**config.mk**
```make
export PLATFORM = sky130hd
export DESIGN_NAME = adrv9001_tdd_sched_flat
export DESIGN_NICKNAME = d
export VERILOG_FILES = /design/src/rtl/adrv9001_tdd_sched_pkg.sv /design/src/rtl/adrv9001_tdd_sched_if.sv /design/src/rtl/adrv9001_tdd_sched_win.sv /design/src/rtl/adrv9001_tdd_sched.sv /design/src/flat_wrapper.sv
export SDC_FILE = /design/constraint.sdc
export NUM_CORES = 1
export LEC_CHECK = 0
export CAP_MARGIN = 20
export CORE_MARGIN = 5
export CORE_UTILIZATION = 45
export CTS_BUF_LIST = sky130_fd_sc_hd__clkbuf_8
export CTS_CLUSTER_SIZE = 8
export DETAILED_ROUTE_END_ITERATION = 12
export GPL_ROUTABILITY_DRIVEN = 0
export GPL_TIMING_DRIVEN = 0
export PLACE_DENSITY = 0.66
export SYNTH_ARGS = -nofsm -noshare
export SYNTH_HDL_FRONTEND = slang
export SYNTH_HIERARCHICAL = 1
export SYNTH_SLANG_ARGS = --single-unit
```
**constraint.sdc**
```tcl
create_clock -name s_axi_aclk -period 5.4 [get_ports s_axi_aclk]
set_input_delay 1.08 -clock s_axi_aclk [delete_from_list [all_inputs] [get_ports s_axi_aclk]]
set_output_delay 1.08 -clock s_axi_aclk [all_outputs]
set_load 0.1 [all_outputs]
```
**src/rtl/adrv9001_tdd_sched_pkg.sv**
```systemverilog
// Shared types and constants for the ADRV9001 TDD scheduler.
// Latency: none here. Backpressure: not applicable.
package adrv9001_tdd_pkg;

    localparam int TDD_CNT_W  = 24;
    localparam int TDD_NUM_CH = 4;

    localparam int CH_RX1 = 0;
    localparam int CH_RX2 = 1;
    localparam int CH_TX1 = 2;
    localparam int CH_TX2 = 3;

    typedef enum logic [1:0] {
        ST_IDLE  = 2'b00,
        ST_ARMED = 2'b01,
        ST_RUN   = 2'b10,
        ST_DONE  = 2'b11
    } tdd_state_t;

endpackage

```
**src/rtl/adrv9001_tdd_sched_if.sv**
```systemverilog
// Control/status bundle between the TDD scheduler and whoever programs it.
// Latency: wires only. Backpressure: none, pulses are fire-and-forget.
interface adrv9001_tdd_sched_if #(
    parameter int CNT_W  = 24,
    parameter int NUM_CH = 4
);
    logic                    start;
    logic                    stop;
    logic                    sync_mode;
    logic                    sync_ext;
    logic [CNT_W-1:0]        frame_len;
    logic [31:0]             num_frames;
    logic [NUM_CH-1:0]       ch_mask;
    logic [NUM_CH*CNT_W-1:0] ch_on;
    logic [NUM_CH*CNT_W-1:0] ch_off;
    logic [NUM_CH-1:0]       tdd_en;
    logic                    frame_start;
    logic [31:0]             frame_cnt;
    logic [1:0]              state;
    logic                    busy;
    logic                    done;

    modport master (
        output start, stop, sync_mode, sync_ext, frame_len, num_frames, ch_mask, ch_on, ch_off,
        input  tdd_en, frame_start, frame_cnt, state, busy, done
    );

    modport slave (
        input  start, stop, sync_mode, sync_ext, frame_len, num_frames, ch_mask, ch_on, ch_off,
        output tdd_en, frame_start, frame_cnt, state, busy, done
    );
endinterface

```
**src/rtl/adrv9001_tdd_sched_win.sv**
```systemverilog
// Per-channel on/off window with shadowed config, reloaded only at frame boundaries.
// Latency: 1 cycle from counter to tdd_en. Backpressure: none.
module adrv9001_tdd_win #(
    parameter int CNT_W = 24
) (
    input  logic             clk,
    input  logic             rst,
    input  logic [CNT_W-1:0] cnt,
    input  logic [CNT_W-1:0] len,
    input  logic [CNT_W-1:0] cfg_on,
    input  logic [CNT_W-1:0] cfg_off,
    input  logic             cfg_mask,
    input  logic             reload,
    input  logic             run,
    output logic             tdd_en
);
    logic [CNT_W-1:0] on_sh;
    logic [CNT_W-1:0] off_sh;
    logic             mask_sh;
    logic             hit;

    // off == len is a legal "until end of frame"; anything beyond the frame disables the channel
    always_comb begin
        hit = 1'b0;
        if (mask_sh && (on_sh < len) && (off_sh <= len) && (on_sh != off_sh)) begin
            if (on_sh < off_sh)
                hit = (cnt >= on_sh) && (cnt < off_sh);
            else
                hit = (cnt >= on_sh) || (cnt < off_sh);
        end
    end

    always_ff @(posedge clk) begin
        if (rst) begin
            on_sh   <= '0;
            off_sh  <= '0;
            mask_sh <= 1'b0;
            tdd_en  <= 1'b0;
        end else begin
            if (reload) begin
                on_sh   <= cfg_on;
                off_sh  <= cfg_off;
                mask_sh <= cfg_mask;
            end
            tdd_en <= run && hit;
        end
    end
endmodule

```
**src/rtl/adrv9001_tdd_sched.sv**
```systemverilog
// Frame-based TDD scheduler driving the ADRV9001 rx/tx channel enables.
// Latency: tdd_en/frame_start 1 cycle behind the frame counter. Backpressure: none.
module adrv9001_tdd_sched
    import adrv9001_tdd_pkg::*;
#(
    parameter int CNT_W  = TDD_CNT_W,
    parameter int NUM_CH = TDD_NUM_CH
) (
    input  logic                 s_axi_aclk,
    input  logic                 s_axi_areset,
    adrv9001_tdd_sched_if.slave  bus
);
    tdd_state_t        st;
    logic [CNT_W-1:0]  cnt;
    logic [CNT_W-1:0]  len_sh;
    logic [CNT_W-1:0]  len_in;
    logic [31:0]       nfr_sh;
    logic [31:0]       fcnt;
    logic              stop_pend;
    logic              sync_q;
    logic              busy_q;
    logic              done_q;
    logic              fs_q;
    logic [NUM_CH-1:0] en_w;

    logic run, wrap, sync_rise, start_acc, reload, last;

    assign len_in    = (bus.frame_len < CNT_W'(2)) ? CNT_W'(2) : bus.frame_len;
    assign run       = (st == ST_RUN);
    assign wrap      = run && (cnt == len_sh - CNT_W'(1));
    assign sync_rise = bus.sync_ext && !sync_q;
    assign start_acc = (st == ST_IDLE) && bus.start && !bus.stop;
    assign reload    = start_acc || wrap;
    // a stop landing on the wrap cycle itself ends at this boundary
    assign last      = wrap && (((nfr_sh != 32'd0) && (fcnt + 32'd1 == nfr_sh)) || stop_pend || bus.stop);

    always_ff @(posedge s_axi_aclk) begin
        if (s_axi_areset) begin
            st          <= ST_IDLE;
            cnt         <= '0;
            len_sh      <= CNT_W'(2);
            nfr_sh      <= '0;
            fcnt        <= '0;
            stop_pend   <= 1'b0;
            sync_q      <= 1'b0;
            busy_q      <= 1'b0;
            done_q      <= 1'b0;
            fs_q        <= 1'b0;
        end else begin
            sync_q <= bus.sync_ext;
            done_q <= 1'b0;
            fs_q   <= run && (cnt == '0);
            if (reload)
                len_sh <= len_in;
            case (st)
                ST_IDLE: begin
                    if (start_acc) begin
                        fcnt      <= '0;
                        nfr_sh    <= bus.num_frames;
                        stop_pend <= 1'b0;
                        cnt       <= '0;
                        busy_q    <= 1'b1;
                        st        <= bus.sync_mode ? ST_ARMED : ST_RUN;
                    end
                end
                ST_ARMED: begin
                    if (bus.stop) begin
                        st     <= ST_IDLE;
                        busy_q <= 1'b0;
                    end else if (sync_rise) begin
                        st <= ST_RUN;
                    end
                end
                ST_RUN: begin
                    if (bus.stop)
                        stop_pend <= 1'b1;
                    if (wrap) begin
                        cnt  <= '0;
                        fcnt <= fcnt + 32'd1;
                        if (last) begin
                            st        <= ST_DONE;
                            done_q    <= 1'b1;
                            busy_q    <= 1'b0;
                            stop_pend <= 1'b0;
                        end
                    end else begin
                        cnt <= cnt + CNT_W'(1);
                    end
                end
                default: st <= ST_IDLE;
            endcase
        end
    end

    for (genvar i = 0; i < NUM_CH; i++) begin : g_ch
        adrv9001_tdd_win #(.CNT_W(CNT_W)) u_win (
            .clk      (s_axi_aclk),
            .rst      (s_axi_areset),
            .cnt      (cnt),
            .len      (len_sh),
            .cfg_on   (bus.ch_on[i*CNT_W +: CNT_W]),
            .cfg_off  (bus.ch_off[i*CNT_W +: CNT_W]),
            .cfg_mask (bus.ch_mask[i]),
            .reload   (reload),
            .run      (run),
            .tdd_en   (en_w[i])
        );
    end

    assign bus.tdd_en      = en_w;
    assign bus.frame_start = fs_q;
    assign bus.frame_cnt   = fcnt;
    assign bus.state       = st;
    assign bus.busy        = busy_q;
    assign bus.done        = done_q;
endmodule

```
**src/flat_wrapper.sv**
```systemverilog
// flat-port wrapper written by rule: the top's interface ports become plain ports
module adrv9001_tdd_sched_flat import adrv9001_tdd_pkg::*;
#(
    parameter int CNT_W  = TDD_CNT_W,
    parameter int NUM_CH = TDD_NUM_CH
)
  (s_axi_aclk, s_axi_areset, bus_start, bus_stop, bus_sync_mode, bus_sync_ext, bus_frame_len, bus_num_frames, bus_ch_mask, bus_ch_on, bus_ch_off, bus_tdd_en, bus_frame_start, bus_frame_cnt, bus_state, bus_busy, bus_done);
  adrv9001_tdd_sched_if #(.CNT_W(CNT_W), .NUM_CH(NUM_CH)) bus_i ();
  input  logic s_axi_aclk;
  input  logic s_axi_areset;
  input wire logic [$bits(bus_i.start)-1:0] bus_start;
  input wire logic [$bits(bus_i.stop)-1:0] bus_stop;
  input wire logic [$bits(bus_i.sync_mode)-1:0] bus_sync_mode;
  input wire logic [$bits(bus_i.sync_ext)-1:0] bus_sync_ext;
  input wire logic [$bits(bus_i.frame_len)-1:0] bus_frame_len;
  input wire logic [$bits(bus_i.num_frames)-1:0] bus_num_frames;
  input wire logic [$bits(bus_i.ch_mask)-1:0] bus_ch_mask;
  input wire logic [$bits(bus_i.ch_on)-1:0] bus_ch_on;
  input wire logic [$bits(bus_i.ch_off)-1:0] bus_ch_off;
  output wire logic [$bits(bus_i.tdd_en)-1:0] bus_tdd_en;
  output wire logic [$bits(bus_i.frame_start)-1:0] bus_frame_start;
  output wire logic [$bits(bus_i.frame_cnt)-1:0] bus_frame_cnt;
  output wire logic [$bits(bus_i.state)-1:0] bus_state;
  output wire logic [$bits(bus_i.busy)-1:0] bus_busy;
  output wire logic [$bits(bus_i.done)-1:0] bus_done;
  assign bus_i.start = bus_start;
  assign bus_i.stop = bus_stop;
  assign bus_i.sync_mode = bus_sync_mode;
  assign bus_i.sync_ext = bus_sync_ext;
  assign bus_i.frame_len = bus_frame_len;
  assign bus_i.num_frames = bus_num_frames;
  assign bus_i.ch_mask = bus_ch_mask;
  assign bus_i.ch_on = bus_ch_on;
  assign bus_i.ch_off = bus_ch_off;
  assign bus_tdd_en = bus_i.tdd_en;
  assign bus_frame_start = bus_i.frame_start;
  assign bus_frame_cnt = bus_i.frame_cnt;
  assign bus_state = bus_i.state;
  assign bus_busy = bus_i.busy;
  assign bus_done = bus_i.done;
  adrv9001_tdd_sched #(.CNT_W(CNT_W), .NUM_CH(NUM_CH)) u_core (.s_axi_aclk(s_axi_aclk), .s_axi_areset(s_axi_areset), .bus(bus_i));
endmodule
```
==> impl_summary.log, run 1 <==
[metrics] run status: complete, no violations
[metrics] data arrival at the endpoint of the critical path: 5.80 ns
[metrics] start-to-end type of the worst setup path: flip-flop to flip-flop
[metrics] cells after synthesis: 3114
[metrics] sequential cell area fraction in the yosys report: 0.250
[metrics] master cell of the clock root buffer: clkbuf_8
[metrics] hold buffer count at CTS: 0
[metrics] launch point of the critical path: u_core/len_sh[8]$_SDFFE_PP0P_
[metrics] buffer levels on the longest clock path: 3
[metrics] worst reg2reg path startpoint: u_core/len_sh[8]$_SDFFE_PP0P_
[metrics] Warnings, synthesis: 6
[metrics] hold crit path type: flip-flop to flip-flop
[metrics] endpoint kind of the worst setup timing path: flip-flop
[metrics] cell types occupying the most area after synthesis: dfxtp_1 25%, ha_1 24%, mux2i_1 8.8%
[metrics] number of cell rows: 87
[metrics] number of global-route vias before repair: 23500
[metrics] total wire length: 87.5 mm
[metrics] utilization after layout: 0.547
[metrics] leading cell type in the layout, fill and taps excluded: ha_1
[metrics] max-slew violation count: 0
[metrics] share of final-layout standard cells stronger than drive strength 1: 0.0434
[metrics] TritonCTS clock tree: done
[metrics] die extent in y: 248 µm
[metrics] clock skew: 0.0356 ns
[metrics] number of synthesized flops with an enable pin: 0
[metrics] final setup fails: 0
[metrics] total number of vias: 24000
[metrics] Synth Cell Area: 25500 µm²
[metrics] Worst VDD drop: 180 µV
[metrics] Worst Path Max Fanout: 10
[metrics] Critical Path Start Type: flip-flop
[metrics] Post-Synthesis Net Count: 3852
[metrics] DP Wirelength: 67.5 mm
[metrics] cell depth of the worst flop-to-flop path: 14
[metrics] highest attainable clock frequency: 190 MHz
[metrics] detailed-route DRC error count: 0
[metrics] LEAKAGE: 12.9 nW
[metrics] maximum number of pins on one net before global-route repair: 22
[metrics] synthesized area per cell: 8.20 µm²
[metrics] full die area: 61600 µm²
[metrics] power per cell area: 300 nW/µm²
[metrics] leading cell types in the layout, fill and taps excluded: 480 x ha_1, 349 x nor2_1, 321 x inv_1
[metrics] Final Hold Viols: 0
[metrics] depth of the CTS H-tree: 2
[metrics] CORE AREA: 56300 µm²
[metrics] starting density of the core: 0.454
[metrics] pin slew with the least headroom to its limit: 1.08 ns
[metrics] Antenna Violating Nets Remaining: 0
[metrics] buffers added on ports: 298
[metrics] Design Area, Final: 30800 µm²
[metrics] number of buffers created by CTS: 59
[metrics] register bit count reported by yosys: 319
[metrics] Detailed Route Iter0 Violations: 1819
[metrics] overall global routing resource usage: 0.275
[metrics] number of nets in the final layout: 4212
[metrics] cell accounting for the most synthesized area: dfxtp_1
[metrics] Area growth, synth to finish: 20.7%
[metrics] Worst-Skew Late Latency: 0.68 ns
[metrics] Post-Place Cell Area: 29500 µm²
[metrics] horizontal die dimension: 248 µm
[metrics] post-layout min period: 5.26 ns
[metrics] critical hold path startpoint: u_core/nfr_sh[30]$_SDFFE_PP0P_
[metrics] iteration count of the initial detailed-routing pass: 6
[metrics] clk slew on worst S/H paths: 0.06 ns
[metrics] Via-to-Cell Ratio: 5.61
[metrics] fraction of synthesized cell area taken by the top area cell type: 0.250
[metrics] top-level port count: 299
[metrics] Most used DFF post-synth: dfxtp_1
[metrics] number of antenna violations at the first check in global routing: 5
[metrics] post-detailed-route wirelength per cell: 20.4 µm
[metrics] setup repair after global routing missed its margin: no
[metrics] relative slew slack: 0.271
[metrics] aggregate global routing overflow: 0
[metrics] Fin Hold WS: 0.491 ns
[metrics] fraction of registers with async set or reset after synthesis: 0
[metrics] wire length of the first global-routing pass: 132 mm
[metrics] number of stages on the worst hold path: 2
[metrics] worst path required time: 5.94 ns
[metrics] Unique masters post-synth: 75
[metrics] clk sinks: 319
[metrics] share of the clock period used by the worst path after layout: 0.973
[metrics] reported max-cap violation count: 0
sequential cells by signal, indices dropped and copies added, names as in the netlist:
register                   count
u_core/stop_pend               1
u_core/bus.frame_cnt          32
u_core/cnt                    24
u_core/g_ch.u_win/on_sh       96
u_core/bus.frame_start         1
u_core/g_ch.u_win/off_sh      96
u_core/nfr_sh                 32
u_core/bus.busy                1
u_core/len_sh                 24
u_core/g_ch.u_win/tdd_en       4
u_core/bus.state               2
u_core/g_ch.u_win/mask_sh      4
u_core/bus.done                1
u_core/sync_q                  1
what timing repair did:
action | CTS | global route
resized for setup | 7 | 17
setup buffers | 1 | 0
setup endpoints to repair | 196 | 107
pin swaps | 1 | 0
gates cloned | 0 | 0
per-layer routing:
layer,up-vias,global-route usage,part of all wire
li1,11900,-,-
met1,11200,0.360,0.44
met2,788,0.450,0.45
met3,180,0.0432,0.067
met4,2,0.118,0.042
met5,-,0,0.000080
worst max-delay path: stages, from the launching register on:
cell and delay, ns:
dfxtp_1 0.51, buf_2 0.29, or4_4 0.57, or4_1 0.61
nor4_1 0.28, xnor2_1 0.20, o2111ai_1 0.23, nor4_4 0.39
a21oi_2 0.22, clkbuf_4 0.32, clkinvlp_4 0.24, clkbuf_1 0.26
clkbuf_1 0.66, mux2i_1 0.28, nor2_1 0.05
cells by family after synthesis:
group / synth area share
and+or+nand+nor: 0.192
DFF: 0.250
xor gates and xnor gates: 0.0285
AOI/OAI and AO/OA: 0.140
adders and majority gates: 0.237
buffers and inverters: 0.0633
muxes: 0.0891
cells in the mapped netlist (all sizes together) (3+ instances only):
| cell type | count |
|---|---|
| ha | 480 |
| nor2 | 349 |
| dfxtp | 319 |
| inv | 308 |
| a21oi | 251 |
| mux2i | 225 |
| nand2 | 207 |
| o21ai | 111 |
| nand4 | 109 |
| nand3 | 91 |
| clkbuf | 90 |
| a21o | 56 |
| nor4 | 51 |
| nor3 | 48 |
| xnor2 | 42 |
| xor2 | 41 |
| nor2b | 39 |
| a211oi | 31 |
| buf | 26 |
| o211ai | 22 |
| or4 | 16 |
| a31oi | 15 |
| a2111oi | 13 |
| and3 | 11 |
| or4b | 11 |
| a211o | 10 |
| a41oi | 10 |
| and2 | 9 |
| and4 | 9 |
| nand3b | 9 |
| nor3b | 8 |
| o21a | 8 |
| or3 | 8 |
| nand2b | 7 |
| o41ai | 7 |
| o2111ai | 6 |
| o2bb2ai | 5 |
| a31o | 4 |
| maj3 | 4 |
| nand4b | 4 |
| nor4bb | 4 |
| nor4b | 3 |
| o22ai | 3 |
| o32ai | 3 |
path summary, 6_finish.rpt:
kind         slack [ns]                                           to
max                0.14  u_core/g_ch[1].u_win/on_sh[22]$_SDFFE_PP0P_
min                0.49               u_core/nfr_sh[30]$_SDFFE_PP0P_
max reg2reg        0.14  u_core/g_ch[1].u_win/on_sh[22]$_SDFFE_PP0P_
min reg2reg        0.49               u_core/nfr_sh[30]$_SDFFE_PP0P_
power breakdown:
group	total (W)	internal, W	switching, W
Clock	0.00251	0.00138	0.00113
Combinational	0.00373	0.00161	0.00213
Sequential	0.00299	0.00259	0.000398
stage by stage:
stage	power [W]	TNS (ns)	instances	setup WS [ns]
CTS	0.00924	0	4279	0.0394
detailed placement	0.00669	-144.37	4169	-1.11
global route	0.00985	0	4281	0.0113
finish	0.00923	0	4282	0.144
floorplan	0.00550	0	3114	0.744
global placement	0.00664	-142.47	4168	-1.11
area by class of cell:
type                    count  area, µm²
clock inverters            32        215
fillers                  5404      25500
clock buffers              77       1060
flip-flops and latches    319       6390
diodes                      4       10.0
plain buffers             115        474
repair buffers            300       3000
inverters                 309       1160
well taps                 756        946
multi-input cells        2370      17500
Power figures use the tool's default switching activity.
==> inputs of run 2 (changes only) <==
--- a/config.mk
+++ b/config.mk
@@ -5,7 +5,6 @@
 export SDC_FILE = /design/constraint.sdc
 export NUM_CORES = 1
 export LEC_CHECK = 0
-export CAP_MARGIN = 20
 export CORE_MARGIN = 5
 export CORE_UTILIZATION = 45
 export CTS_BUF_LIST = sky130_fd_sc_hd__clkbuf_8
==> run 2 against run 1 <==
Effect of this change:
- critical path depth stayed put
- clock-buffer cell count is 12 lower
- non-clock buffer count is 1 lower
- via count is 0.51% lower
==> impl_summary.log, run 2 (synthesis gave the netlist of run 1 again) <==
[metrics] buffer levels on the longest clock path: 3 (unchanged)
[metrics] CORE AREA: 56300 µm² (unchanged)
[metrics] Final Hold Viols: 0 (unchanged)
[metrics] starting density of the core: 0.454 (unchanged)
[metrics] share of the clock period used by the worst path after layout: 0.975 (was 0.973)
[metrics] Antenna Violating Nets Remaining: 0 (unchanged)
[metrics] worst reg2reg path startpoint: u_core/len_sh[8]$_SDFFE_PP0P_ (unchanged)
[metrics] data arrival at the endpoint of the critical path: 5.79 ns (was 5.80 ns)
[metrics] critical hold path startpoint: u_core/nfr_sh[26]$_SDFFE_PP0P_ (was u_core/nfr_sh[30]$_SDFFE_PP0P_)
[metrics] detailed-route DRC error count: 0 (unchanged)
[metrics] wire length of the first global-routing pass: 132 mm (about the same)
[metrics] number of buffers created by CTS: 56 (was 59)
[metrics] full die area: 61600 µm² (unchanged)
[metrics] iteration count of the initial detailed-routing pass: 6 (unchanged)
[metrics] switching power share of the total: 0.401 (was 0.396)
[metrics] total number of vias: 23900 (was 24000)
[metrics] met3 routed WL: 5.98 mm (was 5.86 mm)
[metrics] run status: complete, no violations (unchanged)
[metrics] Worst-Skew Late Latency: 0.67 ns (was 0.68 ns)
[metrics] switching power: 0.00358 W (was 0.00365 W)
[metrics] post-detailed-route wirelength per cell: 20.4 µm (about the same)
[metrics] Area growth, synth to finish: 19.8% (was 20.7%)
[metrics] final setup fails: 0 (unchanged)
[metrics] number of nets in the final layout: 4208 (was 4212)
[metrics] Post-Route M1 WL: 38.1 mm (was 38.4 mm)
[metrics] pin slew with the least headroom to its limit: 1.06 ns (was 1.08 ns)
[metrics] start-to-end type of the worst setup path: flip-flop to flip-flop (unchanged)
[metrics] number of antenna violations at the first check in global routing: 2 (was 5)
[metrics] clk sinks: 319 (unchanged)
[metrics] worst path required time: 5.92 ns (was 5.94 ns)
[metrics] die extent in y: 248 µm (unchanged)
[metrics] clock skew: 0.0295 ns (was 0.0356 ns)
[metrics] horizontal die dimension: 248 µm (unchanged)
[metrics] Critical Path Start Type: flip-flop (unchanged)
[metrics] Cell Count, Final, Fillers Out: 4267 (was 4282)
[metrics] leading cell type in the layout, fill and taps excluded: ha_1 (unchanged)
[metrics] launch point of the critical path: u_core/len_sh[8]$_SDFFE_PP0P_ (unchanged)
[metrics] total wire length: 87.1 mm (was 87.5 mm)
[metrics] hold crit path type: flip-flop to flip-flop (unchanged)
[metrics] TritonCTS clock tree: done (unchanged)
[metrics] Detailed Route Iter0 Violations: 1746 (was 1819)
[metrics] reported max-cap violation count: 0 (unchanged)
[metrics] highest attainable clock frequency: 190 MHz (about the same)
[metrics] total length of routed met2 wires: 39.6 mm (was 39.5 mm)
[metrics] leading cell types in the layout, fill and taps excluded: 480 x ha_1, 349 x nor2_1, 331 x inv_1 (was 480 x ha_1, 349 x nor2_1, 321 x inv_1)
[metrics] Worst VDD drop: 185 µV (was 180 µV)
[metrics] hold buffer count at CTS: 0 (unchanged)
[metrics] setup repair after global routing missed its margin: no (unchanged)
[metrics] top-level port count: 299 (unchanged)
[metrics] post-layout min period: 5.27 ns (was 5.26 ns)
[metrics] power per cell area: 291 nW/µm² (was 300 nW/µm²)
[metrics] fraction of power consumed by sequential logic: 0.335 (was 0.324)
[metrics] number of cell rows: 87 (unchanged)
[metrics] DP Wirelength: 67.4 mm (was 67.5 mm)
[metrics] Via-to-Cell Ratio: 5.60 (was 5.61)
[metrics] utilization after layout: 0.543 (was 0.547)
[metrics] Clk pwr share: 0.247 (was 0.271)
[metrics] Worst Path Max Fanout: 10 (unchanged)
[metrics] proportion of power drawn by combinational gates: 0.417 (was 0.404)
[metrics] buffers added on ports: 298 (unchanged)
[metrics] aggregate global routing overflow: 0 (unchanged)
[metrics] largest registers: u_core/g_ch.u_win/off_sh: 96 flops, u_core/g_ch.u_win/on_sh: 96 flops (unchanged)
[metrics] LEAKAGE: 12.8 nW (was 12.9 nW)
[metrics] max-slew violation count: 0 (unchanged)
[metrics] overall global routing resource usage: 0.274 (was 0.275)
[metrics] share of final-layout standard cells stronger than drive strength 1: 0.0373 (was 0.0434)
[metrics] relative slew slack: 0.290 (was 0.271)
[metrics] clk slew on worst S/H paths: 0.06 ns (about the same)
[metrics] topmost layer with routed signal wires: met4 (was met5)
[metrics] number of global-route vias before repair: 23300 (was 23500)
[metrics] maximum number of pins on one net before global-route repair: 22 (unchanged)
[metrics] endpoint kind of the worst setup timing path: flip-flop (unchanged)
[metrics] master cell of the clock root buffer: clkbuf_8 (unchanged)
[metrics] depth of the CTS H-tree: 2 (unchanged)
[metrics] # placed instances: 4168 (was 4169)
[metrics] internal power: 0.00533 W (was 0.00558 W)
run 2: changes by cell type in the layout (fill, tap and decap cells not counted), sizes merged:
cell and change:
buf +1, bufinv -1, clkbuf -13, clkdlybuf4s18 -1, clkinv -8, clkinvlp -1
diode -3, inv +11
run 2: layout make-up:
class / instances / area [µm²]
sequential: 319 / 6390
tap: 756 / 946
fill: 5418 / 25700
multi-input combinational: 2370 / 17600
timing repair buffer: 299 / 2990
antenna: 1 / 2.50
clock inverter: 33 / 173
inverter: 309 / 1160
buffer: 115 / 469
clock buffer: 65 / 895
run 2: power by group through the flow:
stage / logic (W) / registers [W] / clock network [W]
final: 0.00372 / 0.00299 / 0.00220
after global routing: 0.00416 / 0.00301 / 0.00238
after CTS: 0.00369 / 0.00298 / 0.00226
after detailed placement: 0.00365 / 0.00303 / 0
after global placement: 0.00361 / 0.00303 / 0
after floorplan: 0.00260 / 0.00290 / 0
run 2: worst max-delay path, cell delays in order, from the launching register on:
cell	delay, ns
dfxtp_1	0.52
buf_2	0.29
or4_4	0.57
or4_1	0.61
nor4_1	0.27
xnor2_1	0.20
o2111ai_1	0.23
nor4_4	0.38
a21oi_2	0.22
clkbuf_4	0.32
clkinvlp_4	0.23
clkbuf_1	0.31
buf_1	0.62
mux2i_1	0.26
nor2_1	0.06
run 2: path summary, 6_finish.rpt:
kind,end,slack [ns],depth (start not counted)
setup reg to reg,u_core/g_ch[2].u_win/on_sh[16]$_SDFFE_PP0P_,0.13,14
hold / removal,u_core/nfr_sh[26]$_SDFFE_PP0P_,0.49,2
setup / recovery,u_core/g_ch[2].u_win/on_sh[16]$_SDFFE_PP0P_,0.13,14
hold reg to reg,u_core/nfr_sh[26]$_SDFFE_PP0P_,0.49,2
run 2: stage by stage:
| stage | hold WS (ns) | worst slack, ns | TNS, ns | area (µm²) | total power [W] |
|---|---|---|---|---|---|
| floorplan | 0.451 | 0.744 | 0 | 25500 | 0.00550 |
| global placement | 0.474 | -1.11 | -142.47 | 29500 | 0.00664 |
| detailed placement | 0.479 | -1.21 | -158.70 | 29500 | 0.00669 |
| CTS | 0.487 | 0.0605 | 0 | 30600 | 0.00893 |
| global route | 0.510 | 0.00251 | 0 | 30600 | 0.00955 |
| finish | 0.485 | 0.134 | 0 | 30600 | 0.00891 |
run 2: per-layer routing:
layer,vias up,GRT usage
met4,0,0.101
met3,162,0.0358
met1,11100,0.367
li1,11900,-
met2,796,0.455
met5,-,0
run 2: timing repair:
action,in CTS,in global routing
pin swaps,1,0
gates resized for setup,9,10
endpoints found under the setup margin,196,160
setup buffers,1,0
